[src/rtl/cpu_run_controller.sv]
// cpu_run_controller: owns the run lifecycle of the 8-bit CPU.
// It streams a 2**ADDR_W byte image into CPU memory over a valid/ready
// interface, holds the CPU in reset while loading, then releases it and
// watches cpu_halt. It counts executed cycles, enforces a watchdog limit,
// and pulses done on completion.
module cpu_run_controller #(
  parameter int ADDR_W     = 5,
  parameter int DATA_W     = 8,
  parameter int MAX_CYCLES = 255,
  parameter int CNT_W      = 8
) (
  input  logic              clk_signal,
  input  logic              reset_n,      // active-high despite the name
  input  logic              abort,
  input  logic              start,
  input  logic              run_only,
  input  logic              load_valid,
  input  logic [DATA_W-1:0] load_data,
  output logic              load_ready,
  output logic              mem_we,
  output logic [ADDR_W-1:0] mem_addr,
  output logic [DATA_W-1:0] mem_wdata,
  output logic              cpu_reset,
  input  logic              cpu_halt,
  output logic              busy,
  output logic              done,
  output logic              timeout,
  output logic [CNT_W-1:0]  cycle_count
);

  typedef enum logic [1:0] {
    IDLE = 2'd0,
    LOAD = 2'd1,
    RUN  = 2'd2,
    DONE = 2'd3
  } state_t;

  localparam logic [ADDR_W-1:0] PTR_LAST = {ADDR_W{1'b1}};
  localparam logic [ADDR_W-1:0] PTR_ONE  = ADDR_W'(1);
  localparam logic [CNT_W-1:0]  CNT_ONE  = CNT_W'(1);
  localparam logic [CNT_W-1:0]  CNT_MAX  = CNT_W'(MAX_CYCLES);

  state_t            state;
  state_t            state_next;
  logic [ADDR_W-1:0] ptr;
  logic [ADDR_W-1:0] ptr_next;
  logic [CNT_W-1:0]  count_next;
  logic [CNT_W-1:0]  count_inc;
  logic              timeout_next;
  logic              done_next;
  logic              handshake;

  // A byte moves only while loading and the host offers one.
  assign handshake = (state == LOAD) && load_valid;
  assign count_inc = cycle_count + CNT_ONE;

  // The memory write happens in the handshake cycle itself, even if abort
  // is also asserted; the CPU stays in reset until RUN.
  assign load_ready = (state == LOAD);
  assign mem_we     = handshake;
  assign mem_addr   = ptr;
  assign mem_wdata  = load_data;
  assign cpu_reset  = (state == IDLE) || (state == LOAD);
  assign busy       = (state == LOAD) || (state == RUN);

  // Next-state, pointer, counter and status decode; abort overrides all.
  always_comb begin
    state_next   = state;
    ptr_next     = ptr;
    count_next   = cycle_count;
    timeout_next = timeout;
    done_next    = 1'b0;
    if (abort) begin
      state_next = IDLE;
      ptr_next   = '0;
    end else begin
      case (state)
        IDLE, DONE: begin
          if (start) begin
            count_next   = '0;
            timeout_next = 1'b0;
            if (run_only) begin
              state_next = RUN;
            end else begin
              state_next = LOAD;
              ptr_next   = '0;
            end
          end else begin
            state_next = state;
          end
        end
        LOAD: begin
          if (handshake) begin
            ptr_next = ptr + PTR_ONE;
            if (ptr == PTR_LAST) begin
              state_next = RUN;
            end else begin
              state_next = LOAD;
            end
          end else begin
            state_next = LOAD;
          end
        end
        RUN: begin
          // Halt is checked first so it wins over a simultaneous expiry.
          if (cpu_halt) begin
            state_next = DONE;
            done_next  = 1'b1;
          end else begin
            count_next = count_inc;
            if (count_inc == CNT_MAX) begin
              state_next   = DONE;
              timeout_next = 1'b1;
              done_next    = 1'b1;
            end else begin
              state_next = RUN;
            end
          end
        end
        default: begin
          state_next = IDLE;
          ptr_next   = '0;
        end
      endcase
    end
  end

  // State and datapath registers; reset asserts asynchronously.
  always_ff @(posedge clk_signal or posedge reset_n) begin
    if (reset_n) begin
      state       <= IDLE;
      ptr         <= '0;
      cycle_count <= '0;
      timeout     <= 1'b0;
      done        <= 1'b0;
    end else begin
      state       <= state_next;
      ptr         <= ptr_next;
      cycle_count <= count_next;
      timeout     <= timeout_next;
      done        <= done_next;
    end
  end

endmodule

[config.mk]
export PLATFORM = sky130hd
export DESIGN_NAME = cpu_run_controller
export DESIGN_NICKNAME = d
export VERILOG_FILES = /design/src/rtl/cpu_run_controller.sv
export SDC_FILE = /design/constraint.sdc
export NUM_CORES = 1
export LEC_CHECK = 0
export ABC_AREA = 0
export CAP_MARGIN = 15
export CORE_MARGIN = 3
export CORE_UTILIZATION = 39
export DETAILED_ROUTE_END_ITERATION = 7
export PLACE_DENSITY = 0.77
export RECOVER_POWER = 25
export SETUP_SLACK_MARGIN = 0.1
export SYNTH_ARGS = -nofsm -noshare
export SYNTH_HDL_FRONTEND = slang
export SYNTH_SLANG_ARGS = --single-unit
[constraint.sdc]
create_clock -name clk_signal -period 3.7 [get_ports clk_signal]
set_input_delay 0.74 -clock clk_signal [delete_from_list [all_inputs] [get_ports clk_signal]]
set_output_delay 0.74 -clock clk_signal [all_outputs]
set_load 0.005 [all_outputs]
## Word-level counts from Yosys, hierarchy flattened

Cells that the tools add are included.

| word-level totals | value |
|---|---|
| word-level logic and storage cells | 53 |
| output and inout bits | 27 |
| bits in registers | 17 |

| cells by class | value |
|---|---|
| muxes and demuxes | 24 |
| reductions and logical operators | 10 |
| bitwise logic cells | 1 |
| eq/ne operators | 11 |
| add/sub/neg operators | 2 |

Operators with widths:

| operator | number |
|---|---|
| $mux 5 | 4 |
| $mux 8 | 2 |
| $pmux 8 s2 | 1 |
| $mux 2 | 5 |
| $pmux 5 s2 | 1 |
| $mux 1 | 9 |
| $add 8x1->8 const B | 1 |
| $eq 8x8->1 const B | 1 |
| $reduce_and 4->1 | 2 |
| $ne 3x3->1 const B | 2 |
| $pmux 2 s3 | 1 |
| $add 5x1->5 const B | 1 |
| $eq 5x5->1 const B | 1 |
| $reduce_and 5->1 | 1 |
| $eq 2x2->1 const B | 2 |
| $ne 2x2->1 const B | 2 |
| $ne 3x2->1 const B | 1 |
| $reduce_bool 3->1 | 1 |
| $eq 2x1->1 const B | 1 |
| $logic_not 2->1 | 1 |
| $logic_or 1x1->1 | 2 |
| $ne 2x1->1 const B | 1 |
| $pmux 1 s2 | 1 |
| $reduce_bool 2->1 | 1 |
| 3 further kinds | 3 |

## Longest topological paths before layout

| logic depth | value |
|---|---|
| depth after elaboration | 6 |
| depth in mapped cells | 8 |

## Worst setup path after synthesis

Ideal clock, no wire load.

| timing | value |
|---|---|
| kind | input to register |
| from | input abort |
| to | register cycle_count[7] |
| setup slack | 1805 ps |
| arrival time | 1766 ps |
| path buffers | 2 |
| stages | 5 |
| cell sequence | clkbuf_2 or4_4 buf_6 o21ai_1 o41ai_2 |

| between the ends | value |
|---|---|
| longest elaborated chain between the ends | 2 |

RTL lines:

| element | line | text |
|---|---|---|
| start: declaration | 14 | `input logic abort,` |
| $not 1->1 (no line) | - |  |
| $reduce_and 4->1 (no line) | - |  |
| end signal: assignment | 139 | `cycle_count <= count_next;` |
| end: declaration | 28 | `output logic [CNT_W-1:0] cycle_count` |

No other way between the ends.
A chain may end at the register's enable or synchronous reset.

## Final worst setup path

| timing | value |
|---|---|
| from | input load_valid |
| to | output mem_we |

| between the ends | value |
|---|---|
| longest elaborated chain between the ends | 1 |

RTL lines:

| element | line | text |
|---|---|---|
| start: declaration | 17 | `input logic load_valid,` |
| $logic_and 1x1->1 | 54 | `assign handshake = (state == LOAD) && load_valid;` |
| end: declaration | 20 | `output logic mem_we,` |

No other way between the ends.

==> run_results.csv <==
group,metric,value,unit
global_routing,first_global_vias,856,
hold_path,worstHoldPathType,"reg2reg",
synth,synthesis.nets,143,
floorplan,floorplan.io_pins,42,
clock_tree,clk_pin_slew_worst_paths,0.11,ns
sta,worst_setup_skew_after_layout,0.00341,ns
placed_design,place_hpwl,1.75,mm
synth,synth.yosys.warnings,0,
global_routing,grt.total_usage,0.140,
sta,rsz_0062_raised_after_global_routing,"false",
setup_path,critical_path.max_fanout,4,
placed_design,numPlacedInstances,164,
sta,final.min_clock_period,2.67,ns
finish,antenna_cells,0,
sta,fin_crit_sh,0.720,
finish,final_cell_count_no_fill,168,
job,max-cap-violations,0,
synth,postSynth.topFlopCell,"dfrtp_1",
sta,hold-worst-slack,0.552,ns
power_and_ir_drop,cellPowerDensity,531,mW/mm2
setup_path,setup.worst_path.start_class,"primary input",
clock_tree,post-cts-setup-buffers,0,
finish,seqCellArea,425,um2
sta,fin_ws,1.03,ns
setup_path,slowest_delay,0.52,ns
power_and_ir_drop,max-vdd-ir-drop,0.000333,V
finish,nNetsFinal,161,
setup_path,critical-path-slowest-cell,"clkdlybuf4s50_1",
placed_design,pre_cts_worst_setup_slack,1.04,ns
clock_tree,clock_path_buffers,2,
placed_design,port_buffers,25,
placed_design,place_congestion,0.786,
setup_path,crit_chain,"clkdlybuf4s50_1 > and2_1 > clkdlybuf4s50_1",
sta,timing.final.hold_violations,0,
synth,asyncSetResetFlopFracSynth,1.00,
floorplan,placementRows,18,
sta,tns,0,ns
route,dr_total_vias,930,
route,drtAntennaViolNets,0,
global_routing,grt_max_degree,18,
finish,post_route_cells_drive_above_1_share,0.0797,
sta,clock.fmax,0.375,GHz
setup_path,endpoint_kind,"output pin",
sta,worst_max_slew_margin_expressed_relative_to_the_limit,0.576,
synth,synth_seq_cells,17,
setup_path,critical_path_arrival,1.93,ns
route,average_wire_per_standard_cell,13.8,um
clock_tree,cts_sinks,17,
floorplan,die_h,59.8,um
clock_tree,cts_tree,"done",
sta,final-max-slew-violation-count,0,
floorplan,coreArea,0.00261,mm2
power_and_ir_drop,design_power_total,720,uW
synth,syn-mean-instance-area,9.34,um2
setup_path,critical_path_required,2.96,ns
global_routing,grt_first_pass_wirelength,3.93,mm
power_and_ir_drop,power.static_leakage,0.000585,uW
clock_tree,post_cts_resized,0,
finish,layout-area-overhead-vs-synth,20.2,%
clock_tree,cts-hold-fix-buffers,0,
clock_tree,clock-root-buffer,"clkbuf_4",
clock_tree,numCtsBuffers,3,
route,detail_route.vias_per_cell,5.54,
setup_path,crit_type,"in2out",
floorplan,start_util,0.432,
global_routing,initial_antenna_violation_count,0,
run_status,status,"finished, final reports clean",
route,drc_errors,0,
route,detailedRoute.firstPassIterationCount,4,
floorplan,die_width,59.8,um
synth,synth_enable_flop_cells,0,
synth,synth_area,0.00113,mm2
finish,layout.filler_cells,260,
synth,synthCells,121,
sta,finalSetupViolations,0,
setup_path,timing.critical_path.mode_cell,"clkdlybuf4s50_1",
route,drtIter0Drc,23,
synth,synth.distinct_cells,41,
global_routing,globalRoute.totalOverflow,0,
clock_tree,clock_latency_on_the_worst_skew_pair,0.29,ns
floorplan,design.die.area,0.00358,mm2
clock_tree,htree_num_levels,1,
synth,synth-seq-area-share,0.377,
sta,tightestPinTransition,0.636,ns
route,routed_wirelength,2.33,mm
finish,area_used_by_multi_input_combinational_logic,598,um2
metrics by stage:
step | utilization | cell area [um2]
final | 0.520 | 1360
after global routing | 0.520 | 1360
after CTS | 0.520 | 1360
after detailed placement | 0.509 | 1330
after global placement | 0.509 | 1330
after floorplan | - | 1130
final timing paths:
check | start | end | slack (ns) | cells past startpoint
min reg2reg | cycle_count[7]$_DFFE_PP0P_ | cycle_count[7]$_DFFE_PP0P_ | 0.55 | 1
min | cycle_count[7]$_DFFE_PP0P_ | cycle_count[7]$_DFFE_PP0P_ | 0.55 | 1
min in group asynchronous | reset_n | timeout$_DFFE_PP0P_ | 0.96 | 2
max reg2reg | state[0]$_DFFE_PP0N_ | cycle_count[7]$_DFFE_PP0P_ | 1.62 | 6
max in group asynchronous | reset_n | state[0]$_DFFE_PP0N_ | 2.34 | 2
max | load_valid | mem_we | 1.03 | 3
area by class of cell:
class | count | share of cell area
tap | 30 | 0.0276
clock buffer | 3 | 0.0166
clock inverter | 1 | 0.00369
sequential | 17 | 0.313
multi-input combinational | 87 | 0.441
timing repair buffer | 25 | 0.184
inverter | 5 | 0.0138
cells in the mapped netlist, types with 2 or more instances:
| cell type | n | share of area |
|---|---|---|
| a22o_1 | 4 | 0.031 |
| dfrtp_1 | 17 | 0.38 |
| o21a_1 | 2 | 0.013 |
| nand2_1 | 16 | 0.053 |
| and3_1 | 2 | 0.011 |
| and2_1 | 4 | 0.022 |
| o21ai_1 | 5 | 0.022 |
| nor2_1 | 3 | 0.010 |
| ha_1 | 7 | 0.078 |
| nand3_1 | 6 | 0.027 |
| a21oi_1 | 5 | 0.022 |
| buf_4 | 9 | 0.060 |
| nand4_1 | 2 | 0.011 |
| nor3_1 | 2 | 0.0089 |
| xnor2_1 | 2 | 0.016 |
| inv_1 | 5 | 0.017 |
| nand2b_1 | 6 | 0.033 |
metal layers:
layer | global-route usage | wire, um | vias to the layer above
met5 | 0 | 0 | -
met3 | 0.0475 | 158 | 0
met1 | 0.188 | 1080 | 446
met2 | 0.228 | 1080 | 27
li1 | - | - | 457
met4 | 0.00949 | 0 | 0
cells in the final DEF, fill, tap and decap left out, types with 3 or more instances in the layout:
cell,count
nand2b_1,6
nor2_1,3
ha_1,7
clkbuf_4,3
a21oi_1,5
dfrtp_1,17
and2_1,4
a22o_1,4
nand2_1,16
clkdlybuf4s50_1,24
o21ai_1,5
nand3_1,6
inv_1,5
cells by family (layout without fill, tap and decap cells):
group / Yosys count / after routing / synth area share
and+or+nand+nor: 50 / 50 / 0.245
AOI/OAI and AO/OA: 26 / 26 / 0.173
xor gates and xnor gates: 2 / 2 / 0.0155
buffers and inverters: 17 / 34 / 0.0941
muxes: 2 / 2 / 0.0188
adders and majority gates: 7 / 7 / 0.0775
DFF: 17 / 17 / 0.377
power breakdown:
group | internal, uW | total, uW | switching (uW)
Sequential | 216 | 256 | 39.7
Clock | 40.2 | 103 | 62.6
Combinational | 182 | 362 | 180
worst max-delay path, delay by kind of cell:
family,cells,cell delay [ns]
buf+inv,2,0.99
simple gates,1,0.19
registers in the layout, summed over array words and instances, names as in the netlist:
name	cells
timeout	1
cycle_count	8
done	1
state	2
mem_addr	5
(Power assumes the default switching activity.)
==> RTL change 1, RTL diff (config.mk and constraints unchanged) <==
`DATA_W`: 8 -> 10.
--- a/src/rtl/cpu_run_controller.sv
+++ b/src/rtl/cpu_run_controller.sv
@@ -6,5 +6,5 @@
 module cpu_run_controller #(
   parameter int ADDR_W     = 5,
-  parameter int DATA_W     = 8,
+  parameter int DATA_W     = 10,
   parameter int MAX_CYCLES = 255,
   parameter int CNT_W      = 8
Interface: changed (resized load_data and mem_wdata); port bits go from 42 to 46. The function was not compared with the original's and may differ.
==> RTL change 1 against the unedited design <==
Sequential cell count unchanged. Wire length increased by 6.4%. Worst setup slack improved by 0.0076 ns. Count of clock-buffer cells in the layout unchanged. Power increased by 1.4%. Synthesized area increased by 1.3%. Cell area about the same. Clock skew increased by 0.0022 ns.
==> RTL change 1: results <==
{
  "outcome": "finished clean",
  "gr-usage-all-layers_pct": 14.70,
  "synth_compound_area_share_pct": 17.05,
  "synthAdderAreaFrac_pct": 7.650,
  "synthTopCellsByCount": "dfrtp_1, nand2_1, buf_4",
  "synth_top_cells_by_area": "dfrtp_1, ha_1, buf_4, nand2_1, nand2b_1",
  "max-slew-margin-rel_pct": 56.14,
  "hpwl_um": 1825,
  "ctsResizeCount": 0,
  "regMostFlops": "cycle_count",
  "arrival_ns": 1.92,
  "min_to": "cycle_count[7]",
  "first_global_vias": 937,
  "synth_nets": 147,
  "drt_wl_total_um": 2476,
  "finalClockSkew_ns": 0.005578,
  "grt_pass1_wl_um": 4112,
  "drt_iter0_markers": 60,
  "synthMuxAreaShare_pct": 1.858,
  "synth_xor_area_share_pct": 1.530,
  "vias": 972,
  "rr_startpoint": "state[0]",
  "p_sw_uw": 292.1,
  "firstDrtPassIters": 4,
  "vdd_drop_max_uv": 286.3,
  "r2r_setup_slack_ns": 1.66,
  "final_nets": 163,
  "combinationalPower_uw": 369,
  "worstReg2RegEnd": "cycle_count[7]",
  "synth.distinct_cells": 41,
  "routabilityCongestion": 0.8131
}
==> RTL change 1: cell counts in the layout (fill, tap and decap cells not counted) <==
Identical to the unedited design, type by type.
==> RTL change 1: routing by layer <==
metal	routed length (µm)	global-route usage [%]
met3	188	4.536
met4	23	2.532
met2	1204	26.23
met5	0	0
met1	1061	17.35
==> RTL change 1: cells by family (layout without fill, tap and decap cells) <==
family / Yosys count / after routing
compound gates: 26 / 26
xor+xnor: 2 / 2
flops: 17 / 17
mux: 2 / 2
fa+ha+maj: 7 / 7
simple gates: 50 / 50
buf+inv: 19 / 34
==> RTL change 1: how the worst max path moves through the flow <==
stage	startpoint	to	slack [ns]
after global placement	load_valid	mem_we	1.06
final	load_valid	mem_we	1.04
after global routing	state[1]	mem_we	0.91
after floorplan	abort	cycle_count[7]	1.80
after detailed placement	load_valid	mem_we	1.05
after CTS	load_valid	mem_we	1.04
==> RTL change 1: final cells by class <==
class	count	area [µm²]
fillers	276	1423
well taps	31	38.79
inverters	5	18.77
flip-flops and latches	17	425.4
multi-input cells	87	598.1
repair buffers	25	250.2
clock inverters	1	5.005
clock buffers	3	22.52
==> RTL change 1: critical path: cells and delay by family <==
| kind | cells | cell delay, ns |
|---|---|---|
| buffers and inverters | 2 | 0.99 |
| AND/OR/NAND/NOR | 1 | 0.19 |
==> RTL change 1: per-stage QoR <==
step           total power [mW]  hold WS (ns)  setup WS, ns  cell area, µm²  instances
2_1_floorplan            0.5037        0.4992         1.805            1145        123
3_3_place_gp             0.6144        0.5308         1.064            1331        165
3_5_place_dp             0.6258        0.5284         1.047            1331        165
4_1_cts                  0.7343        0.5539         1.040            1359        169
5_1_grt                  0.7878        0.5760        0.9114            1359        169
6_report                 0.7302        0.5479         1.042            1359        169
==> RTL change 2, RTL diff (same settings) <==
Made on the original files. Encoding of `state_t`: now one-hot (4 bits for 4 states).
--- a/src/rtl/cpu_run_controller.sv
+++ b/src/rtl/cpu_run_controller.sv
@@ -29,9 +29,9 @@
 );
 
-  typedef enum logic [1:0] {
-    IDLE = 2'd0,
-    LOAD = 2'd1,
-    RUN  = 2'd2,
-    DONE = 2'd3
+  typedef enum logic [3:0] {
+    IDLE = 4'b0001,
+    LOAD = 4'b0010,
+    RUN  = 4'b0100,
+    DONE = 4'b1000
   } state_t;
 
Check against the original RTL: no difference found for any inputs over 10 cycles, from zero or initial values and one cycle with reset_n high; not proved beyond that.
==> RTL change 2 against the unedited design <==
Critical path depth rose by 2. Wire length rose by 23%. Clock skew rose by 0.0074 ns. Cell area rose by 11%. Maximum frequency fell by 10%. Register-to-register slack got worse by 0.03 ns. Worst setup slack got worse by 0.30 ns. Synthesized area rose by 12%. Sequential cell count rose by 2. Via count rose by 23%. First-iteration DRC count rose to 4.1 times the old value. Critical path type is now flop to primary output.
Power is not compared: it rests on default switching activity, and its combinational part moved more than twofold at a synthesized area within 25%.
==> RTL change 2: results <==
{
  "outcome": "finished clean",
  "met3_usage_pct": 3.387,
  "arrival_ns": 2.22,
  "first_global_vias": 1109,
  "grtUsageMet1_pct": 18.61,
  "cpLargestDelayFamily": "simple AND/OR/NAND/NOR gates",
  "synth_area_per_cell_um2": 8.523,
  "cts_made_buffers": 3,
  "multi_input_area_share_pct": 44.83,
  "synth_top_cells_by_area": "dfrtp_1, buf_4, o21ai_0, a21oi_1, ha_1",
  "cpPeakStageDelay_ns": 0.51,
  "synth_nets": 168,
  "drt-met1-wl_um": 1301,
  "drt_iter0_markers": 94,
  "post_cts_buffers": 0,
  "max-slew-margin-rel_pct": 50.88,
  "synth_xor_area_share_pct": 1.379,
  "synthTopCellsByCount": "dfrtp_1, nand2_1, nor2_1, o21ai_0, a21oi_1",
  "synth_warnings": 0,
  "seq_area_frac_synth_pct": 37.54,
  "drive_gt1_share_pct": 5.488,
  "ctsResizeCount": 0,
  "nFillCells": 308,
  "area.sequential_um2": 476.7,
  "r2r_setup_slack_ns": 1.59,
  "grt_util_met2_pct": 26.48,
  "final_nets": 184,
  "antenna_found_initial": 0,
  "bufAreaShareNonClock_pct": 16.67,
  "hpwl_um": 2067,
  "fin_cells": 208,
  "met2_length_um": 1382,
  "synth.distinct_cells": 42,
  "diodes": 0,
  "synth-main-ff-cell": "dfrtp_1",
  "synthAdderAreaFrac_pct": 3.941,
  "met3_length_um": 163,
  "clk_share_pct": 1.833,
  "p_sw_uw": 110.5,
  "grt_pass1_wl_um": 5009,
  "finalClockSkew_ns": 0.01081,
  "top_layer": "met4",
  "design.seq.count": 19,
  "leakage_nw": 0.6217,
  "gr-usage-all-layers_pct": 15.26,
  "routabilityCongestion": 0.8381,
  "regMostFlops": "cycle_count",
  "synth_compound_area_share_pct": 22.07,
  "place_inst": 204,
  "via_per_inst": 5.481,
  "critPathSlowestCell": "clkdlybuf4s50_1",
  "critPathMaxFanout": 7,
  "grt_max_degree": 20,
  "synthMuxAreaShare_pct": 0,
  "wl_per_cell_um": 13.76,
  "port_buffers": 25,
  "num-multi-input-gates": 111,
  "inv_count": 5
}
RTL change 2: stage by stage:
step | instance area (µm²) | total power [mW] | worst slack [ns] | hold slack [ns]
2_1_floorplan | 1270 | 0.2755 | 1.650 | 0.5340
3_3_place_gp | 1474 | 0.2899 | 1.065 | 0.5381
3_5_place_dp | 1474 | 0.2911 | 1.056 | 0.5693
4_1_cts | 1501 | 0.3975 | 0.7377 | 0.5863
5_1_grt | 1501 | 0.4202 | 0.6368 | 0.6222
6_report | 1501 | 0.3935 | 0.7380 | 0.5832
RTL change 2: final timing paths:
kind | from | endpoint | cells past startpoint
max reg2reg | state[3] | cycle_count[2] | 5
min reg2reg | cycle_count[7] | cycle_count[7] | 1
max in group asynchronous | reset_n | mem_addr[0] | 2
min in group asynchronous | reset_n | done | 2
min | cycle_count[7] | cycle_count[7] | 1
max | state[2] | mem_we | 5
